==> src/rtl/rtc_pkg.sv <==
// rtc_pkg: shared definitions for the RTC bus responder.
// Holds the register map addresses, control bit indices and the BCD helper
// functions used by the clock/timer datapath.
package rtc_pkg;

    // Register map
    localparam logic [7:0] ADDR_CTRL   = 8'h00;
    localparam logic [7:0] ADDR_STATUS = 8'h01;
    localparam logic [7:0] ADDR_SEC    = 8'h21;
    localparam logic [7:0] ADDR_MIN    = 8'h22;
    localparam logic [7:0] ADDR_HOUR   = 8'h23;
    localparam logic [7:0] ADDR_DAY    = 8'h24;
    localparam logic [7:0] ADDR_MONTH  = 8'h25;
    localparam logic [7:0] ADDR_YEAR   = 8'h26;
    localparam logic [7:0] ADDR_TSEC   = 8'h41;
    localparam logic [7:0] ADDR_TMIN   = 8'h42;
    localparam logic [7:0] ADDR_THOUR  = 8'h43;

    // Control register bit indices
    localparam int CTRL_TIMER_EN = 0;
    localparam int CTRL_IRQ_EN   = 1;
    localparam int CTRL_HALT     = 2;

    // BCD increment: at/above max wraps to min, a low nibble of 9 carries into tens.
    function automatic logic [7:0] bcd_inc(input logic [7:0] value,
                                           input logic [7:0] min_v,
                                           input logic [7:0] max_v);
        logic [7:0] r;
        if (value >= max_v) begin
            r = min_v;
        end else if (value[3:0] >= 4'd9) begin
            r = {value[7:4] + 4'd1, 4'd0};
        end else begin
            r = value + 8'd1;
        end
        return r;
    endfunction

    // BCD decrement: 00 wraps to max, a low nibble of 0 borrows from tens.
    function automatic logic [7:0] bcd_dec(input logic [7:0] value,
                                           input logic [7:0] max_v);
        logic [7:0] r;
        if (value == 8'h00) begin
            r = max_v;
        end else if (value[3:0] == 4'd0) begin
            r = {value[7:4] - 4'd1, 4'd9};
        end else begin
            r = value - 8'd1;
        end
        return r;
    endfunction

    // Last day of the month in BCD; leap years follow the binary value of the BCD year.
    function automatic logic [7:0] days_in_month(input logic [7:0] month,
                                                 input logic [7:0] year);
        logic [7:0] year_bin;
        logic [7:0] r;
        year_bin = 8'({4'd0, year[7:4]} * 8'd10) + {4'd0, year[3:0]};
        case (month)
            8'h02:                      r = (year_bin[1:0] == 2'b00) ? 8'h29 : 8'h28;
            8'h04, 8'h06, 8'h09, 8'h11: r = 8'h30;
            default:                    r = 8'h31;
        endcase
        return r;
    endfunction

endpackage

==> src/rtl/rtc_bus_responder_if.sv <==
// rtc_bus_responder_if: multiplexed address/data bus between the RTC controller
// (master) and the RTC responder (slave).
//   AD       address(0)/data(1) phase select
//   CS/RD/WR active-low chip select, read and write strobes
//   adata_i  bus value from the pad, adata_o/adata_oe read data and pad enable
//   IRQ      active-high level interrupt
interface rtc_bus_responder_if;
    logic       AD;
    logic       CS;
    logic       RD;
    logic       WR;
    logic [7:0] adata_i;
    logic [7:0] adata_o;
    logic       adata_oe;
    logic       IRQ;

    modport master (output AD, CS, RD, WR, adata_i,
                    input  adata_o, adata_oe, IRQ);
    modport slave  (input  AD, CS, RD, WR, adata_i,
                    output adata_o, adata_oe, IRQ);
endinterface

==> src/rtl/rtc_bus_sync.sv <==
// rtc_bus_sync: two-flop synchronizers for the asynchronous bus pins plus
// WR rising-edge and read-condition detection.
//   Inputs : clock, reset (async active-low), raw ad/cs/rd/wr pins, data_i
//   Outputs: wr_addr_stb / wr_data_stb (1-cycle strobes), rd_active (level),
//            data_s (synchronized bus value)
module rtc_bus_sync (
    input  logic       clock,
    input  logic       reset,
    input  logic       ad_i,
    input  logic       cs_i,
    input  logic       rd_i,
    input  logic       wr_i,
    input  logic [7:0] data_i,
    output logic       wr_addr_stb,
    output logic       wr_data_stb,
    output logic       rd_active,
    output logic [7:0] data_s
);
    logic [1:0] ad_q;
    logic [1:0] cs_q;
    logic [1:0] rd_q;
    logic [1:0] wr_q;
    logic [7:0] data_m_q;
    logic [7:0] data_q;
    logic       wr_prev_q;
    logic       wr_rise_s;

    // Synchronizer chains; strobes reset to their idle-high level so that
    // releasing reset never looks like a WR rising edge.
    always_ff @(posedge clock or negedge reset) begin
        if (!reset) begin
            ad_q      <= 2'b00;
            cs_q      <= 2'b11;
            rd_q      <= 2'b11;
            wr_q      <= 2'b11;
            data_m_q  <= 8'h00;
            data_q    <= 8'h00;
            wr_prev_q <= 1'b1;
        end else begin
            ad_q      <= {ad_q[0], ad_i};
            cs_q      <= {cs_q[0], cs_i};
            rd_q      <= {rd_q[0], rd_i};
            wr_q      <= {wr_q[0], wr_i};
            data_m_q  <= data_i;
            data_q    <= data_m_q;
            wr_prev_q <= wr_q[1];
        end
    end

    assign wr_rise_s   = wr_q[1] & ~wr_prev_q;
    assign wr_addr_stb = wr_rise_s & ~cs_q[1] & ~ad_q[1];
    assign wr_data_stb = wr_rise_s & ~cs_q[1] &  ad_q[1];
    assign rd_active   = ~cs_q[1] & ~rd_q[1] & ad_q[1];
    assign data_s      = data_q;

endmodule

==> src/rtl/rtc_bus_responder.sv <==
// rtc_bus_responder: RTC chip model on the multiplexed address/data bus.
// Keeps a BCD date/time and countdown timer, advances once per
// TICKS_PER_SEC clocks and raises IRQ when the enabled timer expires.
//   clock, reset (async active-low), bus (slave side of rtc_bus_responder_if)
module rtc_bus_responder
    import rtc_pkg::*;
#(
    parameter int unsigned TICKS_PER_SEC = 100_000_000
) (
    input  logic                 clock,
    input  logic                 reset,
    rtc_bus_responder_if.slave   bus
);
    localparam int PW = $clog2(TICKS_PER_SEC);
    localparam logic [PW-1:0] PRESC_MAX = PW'(TICKS_PER_SEC - 32'd1);

    logic       wr_addr_stb, wr_data_stb, rd_active;
    logic [7:0] data_s;

    rtc_bus_sync u_sync (
        .clock       (clock),
        .reset       (reset),
        .ad_i        (bus.AD),
        .cs_i        (bus.CS),
        .rd_i        (bus.RD),
        .wr_i        (bus.WR),
        .data_i      (bus.adata_i),
        .wr_addr_stb (wr_addr_stb),
        .wr_data_stb (wr_data_stb),
        .rd_active   (rd_active),
        .data_s      (data_s)
    );

    logic [7:0]    addr_q, sec_q, min_q, hour_q, day_q, month_q, year_q;
    logic [7:0]    addr_d, sec_d, min_d, hour_d, day_d, month_d, year_d;
    logic [7:0]    tsec_q, tmin_q, thour_q, tsec_d, tmin_d, thour_d;
    logic [2:0]    ctrl_q, ctrl_d;
    logic          status_q, status_d, pend_q, pend_d, irq_q, oe_q;
    logic [PW-1:0] presc_q, presc_d;
    logic [7:0]    rdata_q, rd_mux_s, dim_s;
    logic          due_s, c_sec, c_min, c_hour, c_day, c_mon;
    logic          b_sec, b_min, timer_nz_s;
    logic [7:0]    tsec_n, tmin_n, thour_n;

    // Carry chain of the calendar and borrow chain of the countdown timer.
    assign dim_s      = days_in_month(month_q, year_q);
    assign c_sec      = (sec_q >= 8'h59);
    assign c_min      = c_sec & (min_q >= 8'h59);
    assign c_hour     = c_min & (hour_q >= 8'h23);
    assign c_day      = c_hour & (day_q >= dim_s);
    assign c_mon      = c_day & (month_q >= 8'h12);
    assign b_sec      = (tsec_q == 8'h00);
    assign b_min      = b_sec & (tmin_q == 8'h00);
    assign tsec_n     = bcd_dec(tsec_q, 8'h59);
    assign tmin_n     = b_sec ? bcd_dec(tmin_q, 8'h59) : tmin_q;
    assign thour_n    = b_min ? bcd_dec(thour_q, 8'h99) : thour_q;
    assign timer_nz_s = ({thour_q, tmin_q, tsec_q} != 24'h000000);
    // A tick is due on a prescaler wrap or when one was deferred by a write.
    assign due_s      = (~ctrl_q[CTRL_HALT] & (presc_q == PRESC_MAX)) | pend_q;

    // Next-state logic: prescaler, bus writes, and tick application.
    always_comb begin
        addr_d   = addr_q;   sec_d   = sec_q;   min_d   = min_q;
        hour_d   = hour_q;   day_d   = day_q;   month_d = month_q;
        year_d   = year_q;   tsec_d  = tsec_q;  tmin_d  = tmin_q;
        thour_d  = thour_q;  ctrl_d  = ctrl_q;  status_d = status_q;
        presc_d  = presc_q;  pend_d  = 1'b0;

        if (wr_data_stb && (addr_q == ADDR_SEC)) begin
            presc_d = {PW{1'b0}};
        end else if (ctrl_q[CTRL_HALT]) begin
            presc_d = presc_q;
        end else if (presc_q == PRESC_MAX) begin
            presc_d = {PW{1'b0}};
        end else begin
            presc_d = presc_q + PW'(1'b1);
        end

        if (wr_addr_stb) begin
            addr_d = data_s;
        end else begin
            addr_d = addr_q;
        end

        if (wr_data_stb) begin
            // The write wins this cycle; a coincident tick runs next cycle.
            pend_d = due_s;
            case (addr_q)
                ADDR_SEC:    sec_d    = data_s;
                ADDR_MIN:    min_d    = data_s;
                ADDR_HOUR:   hour_d   = data_s;
                ADDR_DAY:    day_d    = data_s;
                ADDR_MONTH:  month_d  = data_s;
                ADDR_YEAR:   year_d   = data_s;
                ADDR_TSEC:   tsec_d   = data_s;
                ADDR_TMIN:   tmin_d   = data_s;
                ADDR_THOUR:  thour_d  = data_s;
                ADDR_CTRL:   ctrl_d   = data_s[2:0];
                ADDR_STATUS: status_d = status_q & ~data_s[0];
                default:     status_d = status_q;
            endcase
        end else if (due_s) begin
            if (!ctrl_q[CTRL_HALT]) begin
                sec_d = bcd_inc(sec_q, 8'h00, 8'h59);
                if (c_sec)  min_d   = bcd_inc(min_q, 8'h00, 8'h59);
                else        min_d   = min_q;
                if (c_min)  hour_d  = bcd_inc(hour_q, 8'h00, 8'h23);
                else        hour_d  = hour_q;
                if (c_hour) day_d   = bcd_inc(day_q, 8'h01, dim_s);
                else        day_d   = day_q;
                if (c_day)  month_d = bcd_inc(month_q, 8'h01, 8'h12);
                else        month_d = month_q;
                if (c_mon)  year_d  = bcd_inc(year_q, 8'h00, 8'h99);
                else        year_d  = year_q;
            end else begin
                sec_d = sec_q;
            end
            if (ctrl_q[CTRL_TIMER_EN] && timer_nz_s) begin
                tsec_d  = tsec_n;
                tmin_d  = tmin_n;
                thour_d = thour_n;
                if ({thour_n, tmin_n, tsec_n} == 24'h000000) status_d = 1'b1;
                else                                         status_d = status_q;
            end else begin
                tsec_d = tsec_q;
            end
        end else begin
            pend_d = 1'b0;
        end
    end

    // Read mux for the register at addr_q; unmapped addresses read zero.
    always_comb begin
        rd_mux_s = 8'h00;
        case (addr_q)
            ADDR_SEC:    rd_mux_s = sec_q;
            ADDR_MIN:    rd_mux_s = min_q;
            ADDR_HOUR:   rd_mux_s = hour_q;
            ADDR_DAY:    rd_mux_s = day_q;
            ADDR_MONTH:  rd_mux_s = month_q;
            ADDR_YEAR:   rd_mux_s = year_q;
            ADDR_TSEC:   rd_mux_s = tsec_q;
            ADDR_TMIN:   rd_mux_s = tmin_q;
            ADDR_THOUR:  rd_mux_s = thour_q;
            ADDR_CTRL:   rd_mux_s = {5'd0, ctrl_q};
            ADDR_STATUS: rd_mux_s = {7'd0, status_q};
            default:     rd_mux_s = 8'h00;
        endcase
    end

    // State and registered bus outputs.
    always_ff @(posedge clock or negedge reset) begin
        if (!reset) begin
            addr_q  <= 8'h00; sec_q  <= 8'h00; min_q   <= 8'h00; hour_q <= 8'h00;
            day_q   <= 8'h01; month_q <= 8'h01; year_q <= 8'h00;
            tsec_q  <= 8'h00; tmin_q <= 8'h00; thour_q <= 8'h00;
            ctrl_q  <= 3'd0;  status_q <= 1'b0; pend_q <= 1'b0;
            presc_q <= {PW{1'b0}};
            irq_q   <= 1'b0;  oe_q <= 1'b0; rdata_q <= 8'h00;
        end else begin
            addr_q  <= addr_d;  sec_q  <= sec_d;  min_q   <= min_d;  hour_q <= hour_d;
            day_q   <= day_d;   month_q <= month_d; year_q <= year_d;
            tsec_q  <= tsec_d;  tmin_q <= tmin_d; thour_q <= thour_d;
            ctrl_q  <= ctrl_d;  status_q <= status_d; pend_q <= pend_d;
            presc_q <= presc_d;
            irq_q   <= status_q & ctrl_q[CTRL_IRQ_EN];
            oe_q    <= rd_active;
            rdata_q <= rd_active ? rd_mux_s : 8'h00;
        end
    end

    assign bus.adata_o  = rdata_q;
    assign bus.adata_oe = oe_q;
    assign bus.IRQ      = irq_q;

endmodule

==> src/flat_wrapper.sv <==
// flat-port wrapper written by rule: the top's interface ports become plain ports
module rtc_bus_responder_flat import rtc_pkg::*;
#(
    parameter int unsigned TICKS_PER_SEC = 100_000_000
)
  (clock, reset, bus_AD, bus_CS, bus_RD, bus_WR, bus_adata_i, bus_adata_o, bus_adata_oe, bus_IRQ);
  rtc_bus_responder_if bus_i ();
  input  logic clock;
  input  logic reset;
  input wire logic [$bits(bus_i.AD)-1:0] bus_AD;
  input wire logic [$bits(bus_i.CS)-1:0] bus_CS;
  input wire logic [$bits(bus_i.RD)-1:0] bus_RD;
  input wire logic [$bits(bus_i.WR)-1:0] bus_WR;
  input wire logic [$bits(bus_i.adata_i)-1:0] bus_adata_i;
  output wire logic [$bits(bus_i.adata_o)-1:0] bus_adata_o;
  output wire logic [$bits(bus_i.adata_oe)-1:0] bus_adata_oe;
  output wire logic [$bits(bus_i.IRQ)-1:0] bus_IRQ;
  assign bus_i.AD = bus_AD;
  assign bus_i.CS = bus_CS;
  assign bus_i.RD = bus_RD;
  assign bus_i.WR = bus_WR;
  assign bus_i.adata_i = bus_adata_i;
  assign bus_adata_o = bus_i.adata_o;
  assign bus_adata_oe = bus_i.adata_oe;
  assign bus_IRQ = bus_i.IRQ;
  rtc_bus_responder #(.TICKS_PER_SEC(TICKS_PER_SEC)) u_core (.clock(clock), .reset(reset), .bus(bus_i));
endmodule
==> config.mk <==
export PLATFORM = sky130hd
export DESIGN_NAME = rtc_bus_responder_flat
export DESIGN_NICKNAME = d
export VERILOG_FILES = /design/src/rtl/rtc_pkg.sv /design/src/rtl/rtc_bus_responder_if.sv /design/src/rtl/rtc_bus_sync.sv /design/src/rtl/rtc_bus_responder.sv /design/src/flat_wrapper.sv
export SDC_FILE = /design/constraint.sdc
export NUM_CORES = 1
export LEC_CHECK = 0
export CAP_MARGIN = 10
export CORE_MARGIN = 3
export CORE_UTILIZATION = 40
export CTS_CLUSTER_SIZE = 8
export DETAILED_ROUTE_END_ITERATION = 10
export SYNTH_ARGS = -nofsm -noshare
export SYNTH_HDL_FRONTEND = slang
export SYNTH_SLANG_ARGS = --single-unit
==> constraint.sdc <==
create_clock -name clock -period 3.7 [get_ports clock]
set_input_delay 0.74 -clock clock [delete_from_list [all_inputs] [get_ports clock]]
set_output_delay 0.74 -clock clock [all_outputs]
set_load 0.01 [all_outputs]
==> impl_results.md <==
- Clock tree from TritonCTS: done
- Element type at the critical path end: register
- Post-Syn Area per Cell: 8.94 um2
- Cell family contributing the most delay on the critical path: compound AO/OA/AOI/OAI gates
- Transition time of the tightest slew-check pin: a little over 1 ns
- Number of hold-repair buffers added at the cts stage: 0
- Total of warnings raised by yosys: 0
- Placer congestion estimate: 0.904
- Cell type with the highest aggregate area in the netlist: dfrtp_1
- Area growth syn-to-layout: 12.9%
- Maximum number of pins on one net before global-route repair: 80
- Critical-path cell list: inv_1, ha_1, o211ai_1, a21oi_1, a31oi_1, nor3_1, a21oi_1, ha_1, nor4b_1, o211ai_1, a21oi_1, buf_4, a2111oi_2, buf_4, a22o_1
- Post-Synthesis Net Count: about 1.0k
- Min-delay worst type: in -> async
- Post-Route Skew: 0.0134 ns
- Number of core rows: 53
- Combined buffer and inverter count along the critical path: 3
- Run status: completed
- Area of the die: 23900 um2
- Skew-Pair Late Insertion Delay: about 0.44 ns
- Kind of critical path: reg -> reg
- Worst slew margin: a little under a third
- Number of buffers added by the clock tree synthesis step: 17
- Final min period: between 3 and 4 ns
- Slowest cell on crit path: dfstp_2
- Initial Utilization: 41.4%
- Total global routing overflow: 0
- Worst vdd rail ir drop: about 280 uV
- Max_cap viols: 0
- Share of async-settable or async-resettable flops after synthesis: 100%
- Final cell count without fillers: ~1.3k
- Count of flip-flops with a built-in enable after synthesis: 0
- First-pass GRT wire length: 41300 um
- Share of synthesized area occupied by flip-flops and latches: between 40% and 50%
- Unrepaired setup endpoints after global routing: no
- Layout cells sized above 1: 9.83%
- Fill cell count: 2074
- WL final: roughly 26000 um
- Post-route fraction of the period consumed by the critical path: just under 90%
- Largest stage delay on the critical path: slightly below 0.6 ns
- Average wire length per cell after detail routing: 19.7 um
- DRC errors left: 0
- Most common cell after layout, fill and taps aside: dfrtp_1
- Buffer count from post-CTS setup fixing: 0
- Maximum operating frequency: roughly 0.31 GHz
- Number of vias per cell after detailed routing: between 6 and 7
- Register clock-pin slew on the reported worst setup and hold paths: 0.07 ns
- Area of the mapped netlist: between 8000 and 9000 um2
- Horizontal extent of the die: about 150 um
- Clock net sink count: between 100 and 150
- Number of nets in the layout: 1057
- Core region area: 21400 um2
- Post-cts resize count: 0
- Commonest non-fill, non-tap cells in the layout: dfrtp_1 (138), o21ai_0 (112), nand2_1 (95)
- Worst-path fanout max: 16
- Number of global-route vias before repair: roughly 7.4k
- Clock Tree Root: clkbuf_16
- Number of hold-slack violations in the final timing report: 0
- Antenna violations before repair: 0
- Cell seen most often among critical-path stages: a21oi_1
- Number of distinct library cells after synthesis: 81
- Final hold slack: around 0.35 ns
- Leak pwr: 0.00396 uW
- H-tree depth reported by CTS: 4
- Remaining number of nets flagged by the antenna check after routing: 0
- GRT Total Usage: a little over a fifth
- Number of standard cells after synthesis: between 900 and 1k
- Leading register cell type out of synthesis: dfrtp_1
- Routed vias: 7823
- Final worst setup slack: 0.498 ns
- Worst path required time: slightly above 4 ns
- Number of storage elements in the synthesis netlist: 147
- Share of the synthesized area in the top cell type: about two fifths
- Final standard cell utilization of the core: around 47%
- Count of placed standard cells including taps: approximately 1.3k
- Total of endpoints with negative setup slack in the final report: 0
- Number of port buffers: 23
- Power per standard cell area: ~400 nW/um2
- Pins over their slew limit: 0
- Total Neg Setup Slack: 0 ns
- Starting DRC count in detailed routing: 724
- DR pass1 iterations: 5
- Largest buffer count on any clock path: 2
- Type of origin of the critical path: register
- I/O pin total: 24
- Worst slack, placed: approximately 0.53 ns
- Largest cells by area after synthesis: dfrtp_1 (39%), o21ai_0 (6.3%), ha_1 (5.5%), nand2_1 (4.0%), a21oi_1 (3.5%)
- Die height: 155 um
- Diode count: 0
- Arr. time, crit path: around 3.5 ns
- Detailed placement HPWL: between 15000 and 20000 um
-- layout make-up --
class | instances | area [um2] | area share (%)
clock inverter | 15 | 165 | 1.65
tap | 275 | 344 | 3.44
inverter | 44 | 165 | 1.65
timing repair buffer | 44 | 402 | 4.02
multi-input combinational | 750 | 4800 | 48.0
clock buffer | 17 | 425 | 4.26
sequential | 147 | 3690 | 36.9
-- path summary, 6_finish.rpt --
kind / start / endpoint / slack (ns) / depth (start not counted)
min in group clock: u_core.u_sync.data_m_q[6]$_DFF_PN0_ / u_core.u_sync.data_s[6]$_DFF_PN0_ / 0.35 / 0
min reg2reg: u_core.u_sync.data_m_q[6]$_DFF_PN0_ / u_core.u_sync.data_s[6]$_DFF_PN0_ / 0.35 / 0
max in group asynchronous: reset / u_core.month_q[0]$_DFFE_PN1P_ / 2.50 / 2
min: reset / u_core.min_q[2]$_DFFE_PN0P_ / 0.35 / 1
max: u_core.month_q[0]$_DFFE_PN1P_ / u_core.year_q[3]$_DFFE_PN0P_ / 0.50 / 15
max reg2reg: u_core.month_q[0]$_DFFE_PN1P_ / u_core.year_q[3]$_DFFE_PN0P_ / 0.50 / 15
-- power breakdown --
group          internal, uW  leakage, uW  switching, uW
Sequential             1700      0.00194            123
Clock                   905     0.000290            821
Combinational           185      0.00172            290
Total                  2790      0.00396           1230
-- synthesized netlist by cell type (10+ instances only) --
cell type,n
a21oi_1,62
a22o_1,14
a31oi_1,25
and2_1,14
buf_2,10
clkbuf_1,33
dfrtp_1,138
ha_1,39
inv_1,44
mux2_2,14
mux2i_1,25
nand2_1,95
nand3_1,30
nand4_1,15
nor2_1,75
nor2b_1,11
nor3_1,22
o21ai_0,112
o22ai_1,14
o31ai_1,17
-- stage by stage --
step | cell area, um2 | power [uW]
floorplan | 8850 | 2140
global placement | 9400 | 2310
detailed placement | 9400 | 2320
CTS | 9990 | 4050
global route | 9990 | 4190
finish | 9990 | 4020
-- cells by family (layout without fill, tap and decap cells) --
kind of cell,count (synthesis),in the layout,share of synthesized area [%]
adders and majority gates,39,39,5.51
and+or+nand+nor,338,338,19.8
DFF,147,147,41.7
muxes,40,40,4.74
xor gates and xnor gates,4,4,0.396
AOI/OAI and AO/OA,329,329,23.6
buffers and inverters,93,120,4.27
-- layer usage --
| layer | part of all wire [%] | vias to the layer above | track usage, % |
|---|---|---|---|
| met1 | 47 | 3810 | 31.7 |
| li1 | - | 3704 | - |
| met4 | 2.2 | 0 | 6.98 |
| met3 | 6.2 | 46 | 3.67 |
| met2 | 44 | 263 | 32.9 |
| met5 | 0 | - | 0 |
-- registers in the layout, summed over array words and instances, names as in the netlist, 2 cells and up --
name,cells
u_core.presc_q,27
u_core.thour_q,8
u_core.ctrl_q,3
u_core.hour_q,8
u_core.min_q,8
u_core.u_sync.rd_q,2
u_core.sec_q,8
u_core.day_q,8
u_core.tsec_q,8
u_core.tmin_q,8
u_core.year_q,8
u_core.u_sync.data_m_q,8
u_core.addr_q,8
u_core.u_sync.cs_q,2
u_core.u_sync.wr_q,2
u_core.month_q,8
u_core.u_sync.ad_q,2
u_core.bus.adata_o,8
u_core.u_sync.data_s,8
No activity file was read; power rests on OpenSTA's default activity.
